## config.mk

```make
export PLATFORM = sky130hd
export DESIGN_NAME = dmem_arbiter
export DESIGN_NICKNAME = d
export VERILOG_FILES = /design/src/rtl/dmem_arbiter.sv
export SDC_FILE = /design/constraint.sdc
export NUM_CORES = 1
export LEC_CHECK = 0
export ABC_CLOCK_PERIOD_IN_PS = 5100
export CAP_MARGIN = 20
export CORE_AREA = 2 2 117 119
export CTS_BUF_LIST = sky130_fd_sc_hd__clkbuf_8
export DETAILED_ROUTE_END_ITERATION = 12
export DIE_AREA = 0 0 119 121
export MAX_ROUTING_LAYER = met4
export PLACE_DENSITY = 0.87
export SLEW_MARGIN = 20
export SYNTH_ARGS = -nofsm -noshare
export SYNTH_HDL_FRONTEND = slang
export SYNTH_SLANG_ARGS = --single-unit
export TNS_END_PERCENT = 1
```

## constraint.sdc

```tcl
create_clock -name clk -period 5.1 [get_ports clk]
set_clock_uncertainty 0.2 [all_clocks]
set_input_delay 1.275 -clock clk [delete_from_list [all_inputs] [get_ports clk]]
set_output_delay 1.275 -clock clk [all_outputs]
set_load 0.005 [all_outputs]
```

## src/rtl/dmem_arbiter.sv

```systemverilog
// dmem_arbiter: two-requester arbiter in front of a single-port data memory.
// The CPU core and a program loader share one memory port. Ties go to whichever
// requester was not granted last, and an access holds the port until the memory
// reports mem_ready. One IDLE cycle always separates two accesses.
//
// Ports
//   clk, reset_n                : clock, asynchronous active-low reset
//   core_req/we/addr/wdata      : core request channel
//   core_rdata, core_stall      : core load data (combinational) and pipeline stall
//   ld_req/we/addr/wdata        : loader request channel
//   ld_gnt, ld_rvalid, ld_rdata : loader grant pulse, completion pulse, read data
//   mem_en/we/addr/wdata        : registered memory request, stable during an access
//   mem_rdata, mem_ready        : memory response
//   err                         : access-abort pulse (timeout builds only)
//
// Optional feature: define DMEM_ARB_TIMEOUT_EN to enable an access watchdog that
// aborts an access after TIMEOUT_CYCLES access cycles without mem_ready.
module dmem_arbiter #(
  parameter int unsigned DATA_WIDTH     = 32,
  parameter int unsigned ADDR_WIDTH     = 32,
  parameter int unsigned TIMEOUT_CYCLES = 16
) (
  input  logic                  clk,
  input  logic                  reset_n,
  input  logic                  core_req,
  input  logic                  core_we,
  input  logic [ADDR_WIDTH-1:0] core_addr,
  input  logic [DATA_WIDTH-1:0] core_wdata,
  output logic [DATA_WIDTH-1:0] core_rdata,
  output logic                  core_stall,
  input  logic                  ld_req,
  input  logic                  ld_we,
  input  logic [ADDR_WIDTH-1:0] ld_addr,
  input  logic [DATA_WIDTH-1:0] ld_wdata,
  output logic                  ld_gnt,
  output logic                  ld_rvalid,
  output logic [DATA_WIDTH-1:0] ld_rdata,
  output logic                  mem_en,
  output logic                  mem_we,
  output logic [ADDR_WIDTH-1:0] mem_addr,
  output logic [DATA_WIDTH-1:0] mem_wdata,
  input  logic [DATA_WIDTH-1:0] mem_rdata,
  input  logic                  mem_ready,
  output logic                  err
);

  typedef enum logic [1:0] {StIdle, StCoreAcc, StLdAcc} state_e;

  state_e                state_q, state_d;
  logic                  last_ld_q, last_ld_d;  // 1: loader was granted last
  logic                  mem_en_q, mem_en_d;
  logic                  mem_we_q, mem_we_d;
  logic [ADDR_WIDTH-1:0] mem_addr_q, mem_addr_d;
  logic [DATA_WIDTH-1:0] mem_wdata_q, mem_wdata_d;
  logic                  ld_gnt_q, ld_gnt_d;
  logic                  ld_rvalid_q, ld_rvalid_d;
  logic [DATA_WIDTH-1:0] ld_rdata_q, ld_rdata_d;

  logic in_acc;
  logic timeout;
  logic done;

  assign in_acc = (state_q != StIdle);

`ifdef DMEM_ARB_TIMEOUT_EN
  localparam int unsigned CntW = (TIMEOUT_CYCLES > 1) ? $clog2(TIMEOUT_CYCLES + 1) : 1;

  logic [CntW-1:0] to_cnt_q, to_cnt_d;

  // to_cnt_q holds the number of earlier ready-less cycles of this access, so the
  // abort lands in the cycle where the running count reaches TIMEOUT_CYCLES.
  assign timeout  = in_acc && !mem_ready && (to_cnt_q == CntW'(TIMEOUT_CYCLES - 1));
  assign to_cnt_d = (in_acc && !mem_ready && !timeout) ? to_cnt_q + 1'b1 : '0;
  assign err      = timeout;

  always_ff @(posedge clk or negedge reset_n) begin
    if (!reset_n) begin
      to_cnt_q <= '0;
    end else begin
      to_cnt_q <= to_cnt_d;
    end
  end
`else
  logic unused_timeout_cycles;

  assign unused_timeout_cycles = ^TIMEOUT_CYCLES;
  assign timeout               = 1'b0;
  assign err                   = 1'b0;
`endif

  // An access ends on mem_ready or on a watchdog abort.
  assign done = in_acc && (mem_ready || timeout);

  always_comb begin
    state_d     = state_q;
    last_ld_d   = last_ld_q;
    mem_en_d    = mem_en_q;
    mem_we_d    = mem_we_q;
    mem_addr_d  = mem_addr_q;
    mem_wdata_d = mem_wdata_q;
    ld_gnt_d    = 1'b0;
    ld_rvalid_d = 1'b0;
    ld_rdata_d  = ld_rdata_q;

    unique case (state_q)
      StIdle: begin
        // mem_ready is deliberately ignored here.
        if (core_req && (!ld_req || last_ld_q)) begin
          state_d     = StCoreAcc;
          last_ld_d   = 1'b0;
          mem_en_d    = 1'b1;
          mem_we_d    = core_we;
          mem_addr_d  = core_addr;
          mem_wdata_d = core_wdata;
        end else if (ld_req) begin
          state_d     = StLdAcc;
          last_ld_d   = 1'b1;
          mem_en_d    = 1'b1;
          mem_we_d    = ld_we;
          mem_addr_d  = ld_addr;
          mem_wdata_d = ld_wdata;
          ld_gnt_d    = 1'b1;
        end
      end
      StCoreAcc: begin
        if (done) begin
          state_d  = StIdle;
          mem_en_d = 1'b0;
          mem_we_d = 1'b0;
        end
      end
      StLdAcc: begin
        if (done) begin
          state_d     = StIdle;
          mem_en_d    = 1'b0;
          mem_we_d    = 1'b0;
          ld_rvalid_d = 1'b1;
          ld_rdata_d  = timeout ? '0 : mem_rdata;
        end
      end
      default: begin
        state_d  = StIdle;
        mem_en_d = 1'b0;
        mem_we_d = 1'b0;
      end
    endcase
  end

  always_ff @(posedge clk or negedge reset_n) begin
    if (!reset_n) begin
      state_q     <= StIdle;
      last_ld_q   <= 1'b1;  // core wins the first tie
      mem_en_q    <= 1'b0;
      mem_we_q    <= 1'b0;
      mem_addr_q  <= '0;
      mem_wdata_q <= '0;
      ld_gnt_q    <= 1'b0;
      ld_rvalid_q <= 1'b0;
      ld_rdata_q  <= '0;
    end else begin
      state_q     <= state_d;
      last_ld_q   <= last_ld_d;
      mem_en_q    <= mem_en_d;
      mem_we_q    <= mem_we_d;
      mem_addr_q  <= mem_addr_d;
      mem_wdata_q <= mem_wdata_d;
      ld_gnt_q    <= ld_gnt_d;
      ld_rvalid_q <= ld_rvalid_d;
      ld_rdata_q  <= ld_rdata_d;
    end
  end

  // The core is released in its completion cycle, so data is taken straight
  // from the memory; an aborted core access returns zero.
  assign core_stall = core_req && !((state_q == StCoreAcc) && (mem_ready || timeout));
  assign core_rdata = ((state_q == StCoreAcc) && timeout) ? '0 : mem_rdata;

  assign mem_en    = mem_en_q;
  assign mem_we    = mem_we_q;
  assign mem_addr  = mem_addr_q;
  assign mem_wdata = mem_wdata_q;
  assign ld_gnt    = ld_gnt_q;
  assign ld_rvalid = ld_rvalid_q;
  assign ld_rdata  = ld_rdata_q;

endmodule

```

== Word-level counts from Yosys, hierarchy flattened ==
Index checks and enable logic that the tools add are counted.

* Word-level logic and storage cells: 48
* Output and inout bits: 134
* Register bits after elaboration: 103
* Input bits: 167

* Equal/unequal tests: 4
* Mux-type cells: 21
* Reduce and logical (&&, ||, !) cells: 14

{| class="wikitable"
|+ Operators by type and width
! kind !! number
|-
| $mux W32 || 4
|-
| $mux W1 || 11
|-
| $mux W2 || 3
|-
| $reduce_and A2 Y1 || 3
|-
| $logic_and A1 B1 Y1 || 4
|-
| $pmux W1 S2 || 2
|-
| $pmux W2 S2 || 1
|-
| $reduce_bool A2 Y1 || 2
|-
| $ne A3 B3 Y1 const B || 1
|-
| $eq A2 B1 Y1 const B || 1
|-
| $eq A2 B2 Y1 const B || 1
|-
| $logic_not A1 Y1 || 2
|-
| $logic_not A2 Y1 || 1
|-
| $ne A2 B1 Y1 const B || 1
|-
| $reduce_or A2 Y1 || 1
|-
| $logic_or A1 B1 Y1 || 1
|}

== Logic depth before layout (Yosys ltp) ==
Gate-level depths: netlist (run 1).

* Depth in word-level cells: 5
* Depth in mapped cells: 8

== Worst setup path before layout (run 1) ==
Ideal clock, no wire load.

* Path kind: in2out
* Start point: input core_req
* End point: output core_stall
* Arrival: 1,470 ps
* Path slack: 2,155 ps
* Stages: 1
* Path buffers: 0
* Cell sequence: a21boi_0

* Cells in the longest elaborated chain, start to end: 1

{| class="wikitable"
|+ RTL lines
! what !! line !! text
|-
| start, declared || 25 || <nowiki>input logic core_req,</nowiki>
|-
| $logic_and A1 B1 Y1 || 175 || <nowiki>assign core_stall = core_req && !((state_q == StCoreAcc) && (mem_ready || timeout));</nowiki>
|-
| end, declared || 30 || <nowiki>output logic core_stall,</nowiki>
|}

Every way passes these cells.

== Worst setup path in the final report (run 1) ==
Ends and elaborated chain as after synthesis.

==> flow_metrics.tcl, run 1 <==
set metrics [dict create \
    clk_pin_slew_ns 0.10 \
    synth_seq_area_share_pct 54.60 \
    p_sw_mw 1.214 \
    grt_start_max_net_pins 130 \
    clock_tree.buffer_depth 2 \
    io-pin-count 301 \
    p_comb_share_pct 47.9 \
    antenna_found_initial 0 \
    sw_frac_of_total_pct 31.38 \
    clock_sinks 103 \
    setup_viol 0 \
    ant_nets 0 \
    cp_num_buf_inv 2 \
    max_freq_ghz 0.2388 \
    fin_crit_sh_pct 82.13 \
    worstSetupPathType "in2out" \
    placementRows 42 \
    area_growth_pct 66.09 \
    total_power_mw 3.870 \
    insertion_delay_ns 0.34 \
    rsz0062_at_grt "no" \
    netlist-cell-type-count 26 \
    num_vias 3893 \
    cpMostUsedCell "clkdlybuf4s50_1" \
    coreArea_um2 13090 \
    final_cell_area_um2 7845 \
    dieArea_um2 14400 \
    outcome "completed" \
    rr_worst_depth 6 \
    tns_ns 0 \
    drive_gt1_share_pct 8.395 \
    gp_congestion 0.8009 \
    grtUsageTotal_pct 18.52 \
    drc 0 \
    cp_top_family "buffers and inverters" \
    required_ns 3.62 \
    path_max_fanout 5 \
    first_global_vias 4161 \
    hp-class "reg2reg" \
    maxCapViolations 0 \
    max_slew_margin_pct 44.88 \
    powerDensity_nw_per_um2 493.3 \
    ir_drop_mv 0.2600 \
    power.internal_mw 2.656 \
    power_frac_seq_pct 37.3 \
    holdPathStages 2 \
    antenna_cells 0 \
    crit_slowest_cell "clkdlybuf4s50_1" \
    drt_first_pass_iters 6 \
    cp_num_cells 3 \
    hold_viol_final 0 \
    drtIter0Drc 117 \
    placed_area_um2 7614 \
    leakage_nw 3.469 \
    cp-start-kind "input pin" \
    synth-seq-cells 103 \
    crit_chain "clkdlybuf4s50_1, a21boi_0, clkdlybuf4s50_1" \
    nets 845 \
    portBuffers 299 \
    worstMarginPinSlew_ns 0.8268 \
    dp_hpwl_um 10200 \
    initial_utilization_pct 36.10 \
    chipWidth_um 119 \
    wl_um 12830 \
    maxSlewViolCount 0 \
    syn_inst 416 \
    cts_resized 0 \
    critical_path.max_stage_delay_ns 0.66 \
    cts_tree "done" \
    root_buffer "clkbuf_8" \
    power_frac_clock_pct 14.8 \
    gr-total-overflow 0 \
    synth_nets 587 \
    avgSynthCellArea_um2 11.35 \
    htree_levels 3 \
    grt_pass1_wl_um 20470 \
    hold_buffers 0 \
    post-cts-setup-buffer-count 0 \
    cts_inserted_buffers 9 \
    via_per_inst 4.553 \
    final_util_pct 59.95 \
    die_h_um 121 \
    yosysWarnings 0 \
    syn_area_um2 4723 \
    wire_per_inst_um 15.01 \
    worstSetupEndpointType "output pin" \
    fin_crit_ns 4.188 \
    worst_ep_arrival_time_ns 2.71 \
]
flip-flops by register name (all words and copies together), names as in the netlist:
signal,flops
mem_addr,32
last_ld_q,1
state_q,2
ld_gnt,1
ld_rdata,32
ld_rvalid,1
mem_wdata,32
mem_en,1
mem_we,1
placed cells by master (no fill, tap or decap), types with 4 or more instances in the layout:
cell type / count
mux2i_1: 65
dfrtp_1: 102
buf_4: 5
mux2_2: 32
clkdlybuf4s50_1: 298
inv_1: 6
clkbuf_8: 11
ha_1: 4
nand2_1: 70
o21ai_0: 49
o21ai_1: 17
cells in the mapped netlist (all sizes together):
| library cell | instances | share of area [%] |
|---|---|---|
| nand2b | 1 | 0.13 |
| ha | 4 | 1.1 |
| clkbuf | 9 | 0.74 |
| a22o | 1 | 0.19 |
| nand2 | 70 | 5.6 |
| inv | 6 | 0.48 |
| buf | 48 | 7.5 |
| mux2 | 32 | 7.6 |
| nor2 | 1 | 0.079 |
| conb | 1 | 0.079 |
| a21boi | 1 | 0.16 |
| a31oi | 1 | 0.13 |
| o31ai | 1 | 0.16 |
| nand3 | 1 | 0.11 |
| dfrtp | 102 | 54 |
| dfstp | 1 | 0.56 |
| a21oi | 2 | 0.21 |
| o21ai | 68 | 7.3 |
| mux2i | 65 | 14 |
| and3 | 1 | 0.13 |
layout make-up:
type / count / area [um^2]
fillers: 1034 / 5240
multi-input cells: 250 / 1752
clock inverters: 5 / 80.08
inverters: 6 / 22.52
well taps: 176 / 220.2
flip-flops and latches: 103 / 2579
repair buffers: 304 / 3040
clock buffers: 11 / 151.4
routing by layer:
metal / GRT usage, % / share of wire, % / up-vias
li1: - / - / 1894
met5: - / 0 / -
met1: 20.56 / 38 / 1778
met4: 7.292 / 2.6 / 0
met3: 3.383 / 6.6 / 22
met2: 33.12 / 53 / 199
final timing paths:
| check | startpoint | endpoint | slack, ns |
|---|---|---|---|
| worst max-delay path | core_req | core_stall | 0.91 |
| worst min-delay path | mem_addr[21]$_DFFE_PN0P_ | mem_addr[21]$_DFFE_PN0P_ | 0.28 |
| worst max register to register | state_q[0]$_DFFE_PN0P_ | ld_rdata[17]$_DFFE_PN0P_ | 2.91 |
| worst min register to register | mem_addr[21]$_DFFE_PN0P_ | mem_addr[21]$_DFFE_PN0P_ | 0.28 |
| max in group asynchronous | reset_n | last_ld_q$_DFFE_PN1P_ | 2.87 |
| min in group asynchronous | reset_n | ld_rdata[28]$_DFFE_PN0P_ | 0.80 |
power groups by stage:
stage               Clock, mW  Combinational [mW]  Sequential (mW)
finish                  0.572                1.85             1.45
global route            0.628                2.02             1.50
CTS                     0.597                1.88             1.45
detailed placement          0                1.88             1.46
global placement            0                1.83             1.44
floorplan                   0               0.727             1.47
worst register-to-register path: cells and delay by family (launching register included):
kind | cells | cell delay (ns)
buffers and inverters | 3 | 0.58
adders and majority gates | 1 | 0.22
DFF | 1 | 0.42
muxes | 1 | 0.39
and+or+nand+nor | 1 | 0.26
cell families (layout without fill, tap and decap cells):
group	Yosys count	in the layout	synth area share [%]
DFF	103	103	54.60
muxes	97	97	21.40
AOI/OAI and AO/OA	74	74	8.133
and+or+nand+nor	74	74	6.013
buffers and inverters	63	326	8.715
adders and majority gates	4	4	1.060
other	1	1	0.07939
per-stage QoR:
stage	std cells	hold WS (ns)	worst slack (ns)
global placement	839	0.2609	0.9781
floorplan	416	0.2698	2.155
detailed placement	839	0.2694	0.9167
global route	855	0.3086	0.8085
finish	855	0.2843	0.9116
CTS	855	0.2926	0.9031
(Power assumes the default switching activity.)
==> inputs of run 2 (changes only) <==
--- a/config.mk
+++ b/config.mk
@@ -5,14 +5,14 @@
 export SDC_FILE = /design/constraint.sdc
 export NUM_CORES = 1
 export LEC_CHECK = 0
-export ABC_CLOCK_PERIOD_IN_PS = 5100
+export ABC_CLOCK_PERIOD_IN_PS = 4100
 export CAP_MARGIN = 20
-export CORE_AREA = 2 2 117 119
+export CORE_AREA = 2 2 118 120
 export CTS_BUF_LIST = sky130_fd_sc_hd__clkbuf_8
 export DETAILED_ROUTE_END_ITERATION = 12
-export DIE_AREA = 0 0 119 121
+export DIE_AREA = 0 0 120 122
 export MAX_ROUTING_LAYER = met4
-export PLACE_DENSITY = 0.87
+export PLACE_DENSITY = 0.85
 export SLEW_MARGIN = 20
 export SYNTH_ARGS = -nofsm -noshare
 export SYNTH_HDL_FRONTEND = slang
==> constraint.sdc (replaced) <==
create_clock -name clk -period 4.1 [get_ports clk]
set_clock_uncertainty 0.2 [all_clocks]
set_input_delay 1.025 -clock clk [delete_from_list [all_inputs] [get_ports clk]]
set_output_delay 1.025 -clock clk [all_outputs]
set_load 0.005 [all_outputs]
==> run 2 against run 1 <==
  * Worst hold slack gained 0.0033 ns
  * Sequential power increased by 23%
  * Die area grew 1.7%
  * Sequential share of layout area shrank 0.18 points
  * Utilization fell by 1.5 points
  * Total power is 25% higher
  * Count of clock-buffer cells in the layout shrank 2
  * Design area rose by 0.56%
  * Clock power up 16%
  * Register-to-register slack got worse by 0.82 ns
  * Critical path depth unchanged
  * Flip-flop and latch count did not move
  * Critical endpoint unchanged
  * Largest cell class unchanged
==> flow_metrics.tcl, run 2 (synthesis gave the netlist of run 1 again) <==
set metrics [dict create \
    outcome "completed" \
    clock_tree.buffer_depth 2 \
    cp_top_family "buffers and inverters" \
    worstMarginPinSlew_ns 0.7994 \
    insertion_delay_ns 0.38 \
    hp-class "reg2reg" \
    fin_crit_ns 3.674 \
    dp_hpwl_um 10770 \
    wl_um 13520 \
    drc 0 \
    maxSlewViolCount 0 \
    powerDensity_nw_per_um2 614.3 \
    grt_start_max_net_pins 88 \
    clk_pin_slew_ns 0.09 \
    final_cell_area_um2 7889 \
    cpMostUsedCell "clkdlybuf4s50_1" \
    io-pin-count 301 \
    gr-total-overflow 0 \
    worstSetupPathType "in2out" \
    crit_slowest_cell "clkdlybuf4s50_1" \
    area_growth_pct 67.02 \
    chipWidth_um 120 \
    cts_resized 0 \
    cp-start-kind "input pin" \
    hold_buffers 0 \
    grtUsageTotal_pct 18.90 \
    cp_num_buf_inv 2 \
    worstSetupEndpointType "output pin" \
    gp_congestion 0.7861 \
    wire_per_inst_um 15.65 \
    path_max_fanout 5 \
    nets 850 \
    crit_chain "clkdlybuf4s50_1, a21boi_0, clkdlybuf4s50_1" \
    die_h_um 122 \
    cts_inserted_buffers 9 \
    rsz0062_at_grt "no" \
    maxCapViolations 0 \
    setup_slack_ns 0.4257 \
    placed_area_um2 7681 \
    htree_levels 3 \
    cts_tree "done" \
    ant_nets 0 \
    drt_first_pass_iters 4 \
    mostFrequentLayoutCell "clkdlybuf4s50_1" \
    initial_utilization_pct 34.98 \
    dieArea_um2 14640 \
    post-cts-setup-buffer-count 0 \
    clock_sinks 103 \
    max_slew_margin_pct 46.71 \
    portBuffers 299 \
    total_power_mw 4.846 \
    antenna_found_initial 0 \
    setup_viol 0 \
    drive_gt1_share_pct 9.211 \
    leakage_nw 3.488 \
    required_ns 2.87 \
    first_global_vias 4198 \
    via_per_inst 4.639 \
    mostFrequentLayoutCells "clkdlybuf4s50_1 (298), dfrtp_1 (102), nand2_1 (70)" \
    critical_path.max_stage_delay_ns 0.67 \
    ir_drop_mv 0.2661 \
    hold_viol_final 0 \
    antenna_cells 0 \
    dpl_worst_slack_ns 0.4277 \
    drtIter0Drc 160 \
    num_vias 4008 \
    coreArea_um2 13500 \
    placementRows 43 \
    grt_pass1_wl_um 20840 \
    root_buffer "clkbuf_8" \
    max_freq_ghz 0.2722 \
    worst_ep_arrival_time_ns 2.45 \
    fin_crit_sh_pct 89.62 \
    tns_ns 0 \
]
[run 2: path summary, 6_finish.rpt]
kind	from	to	slack (ns)	cells past startpoint
min	mem_addr[28]$_DFFE_PN0P_	mem_addr[28]$_DFFE_PN0P_	0.29	2
max reg2reg	state_q[0]$_DFFE_PN0P_	ld_rdata[7]$_DFFE_PN0P_	2.09	6
max	core_req	core_stall	0.43	3
min reg2reg	mem_addr[28]$_DFFE_PN0P_	mem_addr[28]$_DFFE_PN0P_	0.29	2
max in group asynchronous	reset_n	last_ld_q$_DFFE_PN1P_	2.37	2
min in group asynchronous	reset_n	mem_wdata[0]$_DFFE_PN0P_	0.47	1
[run 2: layout make-up]
type                            count  area [um^2]
Clock inverter                      7        80.08
Sequential cell                   103         2579
Clock buffer                        9        123.9
Multi-Input combinational cell    250         1752
Inverter                            6        22.52
Tap cell                          180        225.2
Fill cell                        1125         5615
Timing Repair Buffer              309         3107
[run 2: power by group]
group / total (mW) / switching, mW / leakage, nW / internal [mW]
Sequential: 1.79 / 0.270 / 1.26 / 1.52
Clock: 0.662 / 0.372 / 0.102 / 0.290
Combinational: 2.39 / 0.942 / 2.13 / 1.45
Total: 4.85 / 1.58 / 3.49 / 3.26
[run 2: per-stage QoR]
stage / util, % / hold WS, ns / cells
final: 58.42 / 0.2876 / 864
after global routing: 58.42 / 0.3174 / 864
after CTS: 58.39 / 0.2929 / 864
after detailed placement: 56.88 / 0.2724 / 848
after global placement: 56.88 / 0.2609 / 848
after floorplan: - / 0.2698 / 416
[run 2: worst register-to-register path, cell delays in order (launching register included)]
cell,delay [ns]
dfrtp_1,0.42
inv_1,0.12
ha_1,0.20
inv_1,0.08
nand3_1,0.10
buf_4,0.38
mux2_2,0.41
[run 2: metal layers]
layer	routed length, um	vias to the layer above	part of all wire (%)	GRT usage (%)
met5	0	-	0	-
met4	372	0	2.8	9.044
met3	1046	28	7.7	4.026
met2	7068	210	52	33.56
met1	5029	1865	37	20.07
li1	-	1905	-	-
==> inputs of run 3 (changes only) <==
==> config.mk (replaced) <==
export PLATFORM = sky130hd
export DESIGN_NAME = dmem_arbiter
export DESIGN_NICKNAME = d
export VERILOG_FILES = /design/src/rtl/dmem_arbiter.sv
export SDC_FILE = /design/constraint.sdc
export NUM_CORES = 1
export LEC_CHECK = 0
export CAP_MARGIN = 20
export CORE_AREA = 2 2 116 118
export CTS_BUF_LIST = sky130_fd_sc_hd__clkbuf_4 sky130_fd_sc_hd__clkbuf_8 sky130_fd_sc_hd__clkbuf_16
export DETAILED_ROUTE_END_ITERATION = 12
export DIE_AREA = 0 0 118 120
export MAX_ROUTING_LAYER = met4
export PLACE_DENSITY = 0.88
export SLEW_MARGIN = 20
export SYNTH_ARGS = -nofsm -noshare
export SYNTH_HDL_FRONTEND = slang
export SYNTH_SLANG_ARGS = --single-unit
export TNS_END_PERCENT = 1
==> run 3 against run 2 <==
  * Routed wire length shrank 4.8%
  * Clock power grew 41%
  * First-iteration DRC count grew 24%
  * Global-route usage grew 0.065 points
  * Critical path depth is the same
  * Flip-flop and latch count is the same
  * Die area shrank 3.3%
  * Sequential power is essentially flat
  * Combinational power shrank 4%
  * Total power grew 3.6%
  * Sequential share of layout area shrank 0.30 points
  * Fmax grew 3.8%
  * Critical endpoint unchanged
==> flow_metrics.tcl, run 3 (synthesis gave the netlist of run 1 again) <==
set metrics [dict create \
    worstMarginPinSlew_ns 0.6496 \
    drive_gt1_share_pct 8.811 \
    holdPathStages 2 \
    ir_drop_mv 0.2978 \
    rsz0062_at_grt "no" \
    mostFrequentLayoutCells "clkdlybuf4s50_1 (298), dfrtp_1 (102), nand2_1 (70)" \
    clock_tree.buffer_depth 2 \
    die_h_um 120 \
    insertion_delay_ns 0.33 \
    ant_nets 0 \
    regArea_um2 2579 \
    dieArea_um2 14160 \
    rr_worst_depth 5 \
    gr-total-overflow 0 \
    nets 847 \
    via_per_inst 4.583 \
    cp_num_buf_inv 2 \
    root_buffer "clkbuf_16" \
    cts_tree "done" \
    num_vias 3928 \
    post-cts-setup-buffer-count 0 \
    cp_top_family "buffers and inverters" \
    maxCapViolations 0 \
    maxSlewViolCount 0 \
    tns_ns 0 \
    mostFrequentLayoutCell "clkdlybuf4s50_1" \
    timing.rr.end "mem_wdata[11]$_DFFE_PN0P_" \
    final_cell_area_um2 7961 \
    drtIter0Drc 198 \
    r2r_slack_ns 2.08 \
    powerDensity_nw_per_um2 630.5 \
    cts_resized 0 \
    worstSetupPathType "in2out" \
    htree_levels 3 \
    nFillCells 1043 \
    dpl_worst_slack_ns 0.5241 \
    worstSetupEndpointType "output pin" \
    hp-start "mem_wdata[31]$_DFFE_PN0P_" \
    max_slew_margin_pct 56.69 \
    io-pin-count 301 \
    clock_sinks 103 \
    coreArea_um2 12980 \
    worst_ep_arrival_time_ns 2.31 \
    wire_per_inst_um 15.01 \
    antenna_cells 0 \
    wl_um 12870 \
    setup_viol 0 \
    hp-class "reg2reg" \
    gp_congestion 0.7886 \
    max_freq_ghz 0.2826 \
    cp-start-kind "input pin" \
    clk_pin_slew_ns 0.06 \
    setup_slack_ns 0.5614 \
    crit_slowest_cell "clkdlybuf4s50_1" \
    hold-worst-slack_ns 0.2757 \
    path_max_fanout 2 \
    first_global_vias 4176 \
    outcome "completed" \
    cpMostUsedCell "clkdlybuf4s50_1" \
    hold_buffers 0 \
    leakage_nw 3.528 \
    grt_start_max_net_pins 77 \
    portBuffers 299 \
    hold_end "mem_wdata[31]$_DFFE_PN0P_" \
    required_ns 2.87 \
    hold_viol_final 0 \
    multi_input_area_um2 1752 \
    r2r_start "state_q[0]$_DFFE_PN0P_" \
    placed_area_um2 7629 \
    total_power_mw 5.020 \
    initial_utilization_pct 36.39 \
    crit_chain "clkdlybuf4s50_1, a21boi_0, clkdlybuf4s50_1" \
    fin_crit_sh_pct 86.31 \
    critical_path.max_stage_delay_ns 0.58 \
    fin_crit_ns 3.539 \
    cts_inserted_buffers 9 \
    antenna_found_initial 0 \
    drt_first_pass_iters 4 \
    grtUsageTotal_pct 18.96 \
    grt_pass1_wl_um 20630 \
    area_growth_pct 68.56 \
    chipWidth_um 118 \
    dp_hpwl_um 10390 \
    drc 0 \
    placementRows 42 \
]
-- run 3: cell types whose count changed in the layout (fill, tap and decap cells not counted), sizes merged --
cell and change:
clkinvlp -1, clkbuf +4, buf -3, bufinv +1
inv -2, clkinv -2
-- run 3: power breakdown --
part           internal [mW]  leakage [nW]  switching (mW)
logic                   1.39          2.11           0.901
registers               1.53          1.26           0.265
clock network          0.581         0.167           0.351
total                   3.50          3.53            1.52
-- run 3: stage by stage --
| step | std cells | utilization, % |
|---|---|---|
| floorplan | 416 | - |
| global placement | 841 | 58.77 |
| detailed placement | 841 | 58.77 |
| CTS | 857 | 61.34 |
| global route | 857 | 61.34 |
| finish | 857 | 61.34 |
-- run 3: layout make-up --
class                      instances  area share, %
clock inverter                     3         0.8172
clock buffer                      13          3.363
multi-input combinational        250          22.00
timing repair buffer             306          38.38
tap                              176          2.766
inverter                           6         0.2829
sequential                       103          32.39
-- run 3: worst max-delay path by stage --
stage | cells after the start | slack [ns] | from | end
2_1_floorplan | 1 | 1.66 | core_req | core_stall
3_3_place_gp | 3 | 0.54 | core_req | core_stall
3_5_place_dp | 3 | 0.52 | core_req | core_stall
4_1_cts | 3 | 0.52 | core_req | core_stall
5_1_grt | 3 | 0.51 | core_req | core_stall
6_report | 3 | 0.56 | core_req | core_stall
-- run 3: layer usage --
layer / part of all wire (%) / up-vias / global-route usage [%]
li1: - / 1906 / -
met1: 37 / 1817 / 20.06
met2: 54 / 192 / 34.48
met3: 8.0 / 13 / 5.133
met4: 1.1 / 0 / 6.024
met5: 0 / - / -
-- run 3: worst register-to-register path, stage by stage (launching register included) --
cell,delay [ns]
dfrtp_1,0.40
inv_1,0.11
ha_1,0.29
o21ai_4,0.09
buf_4,0.51
o21ai_0,0.26
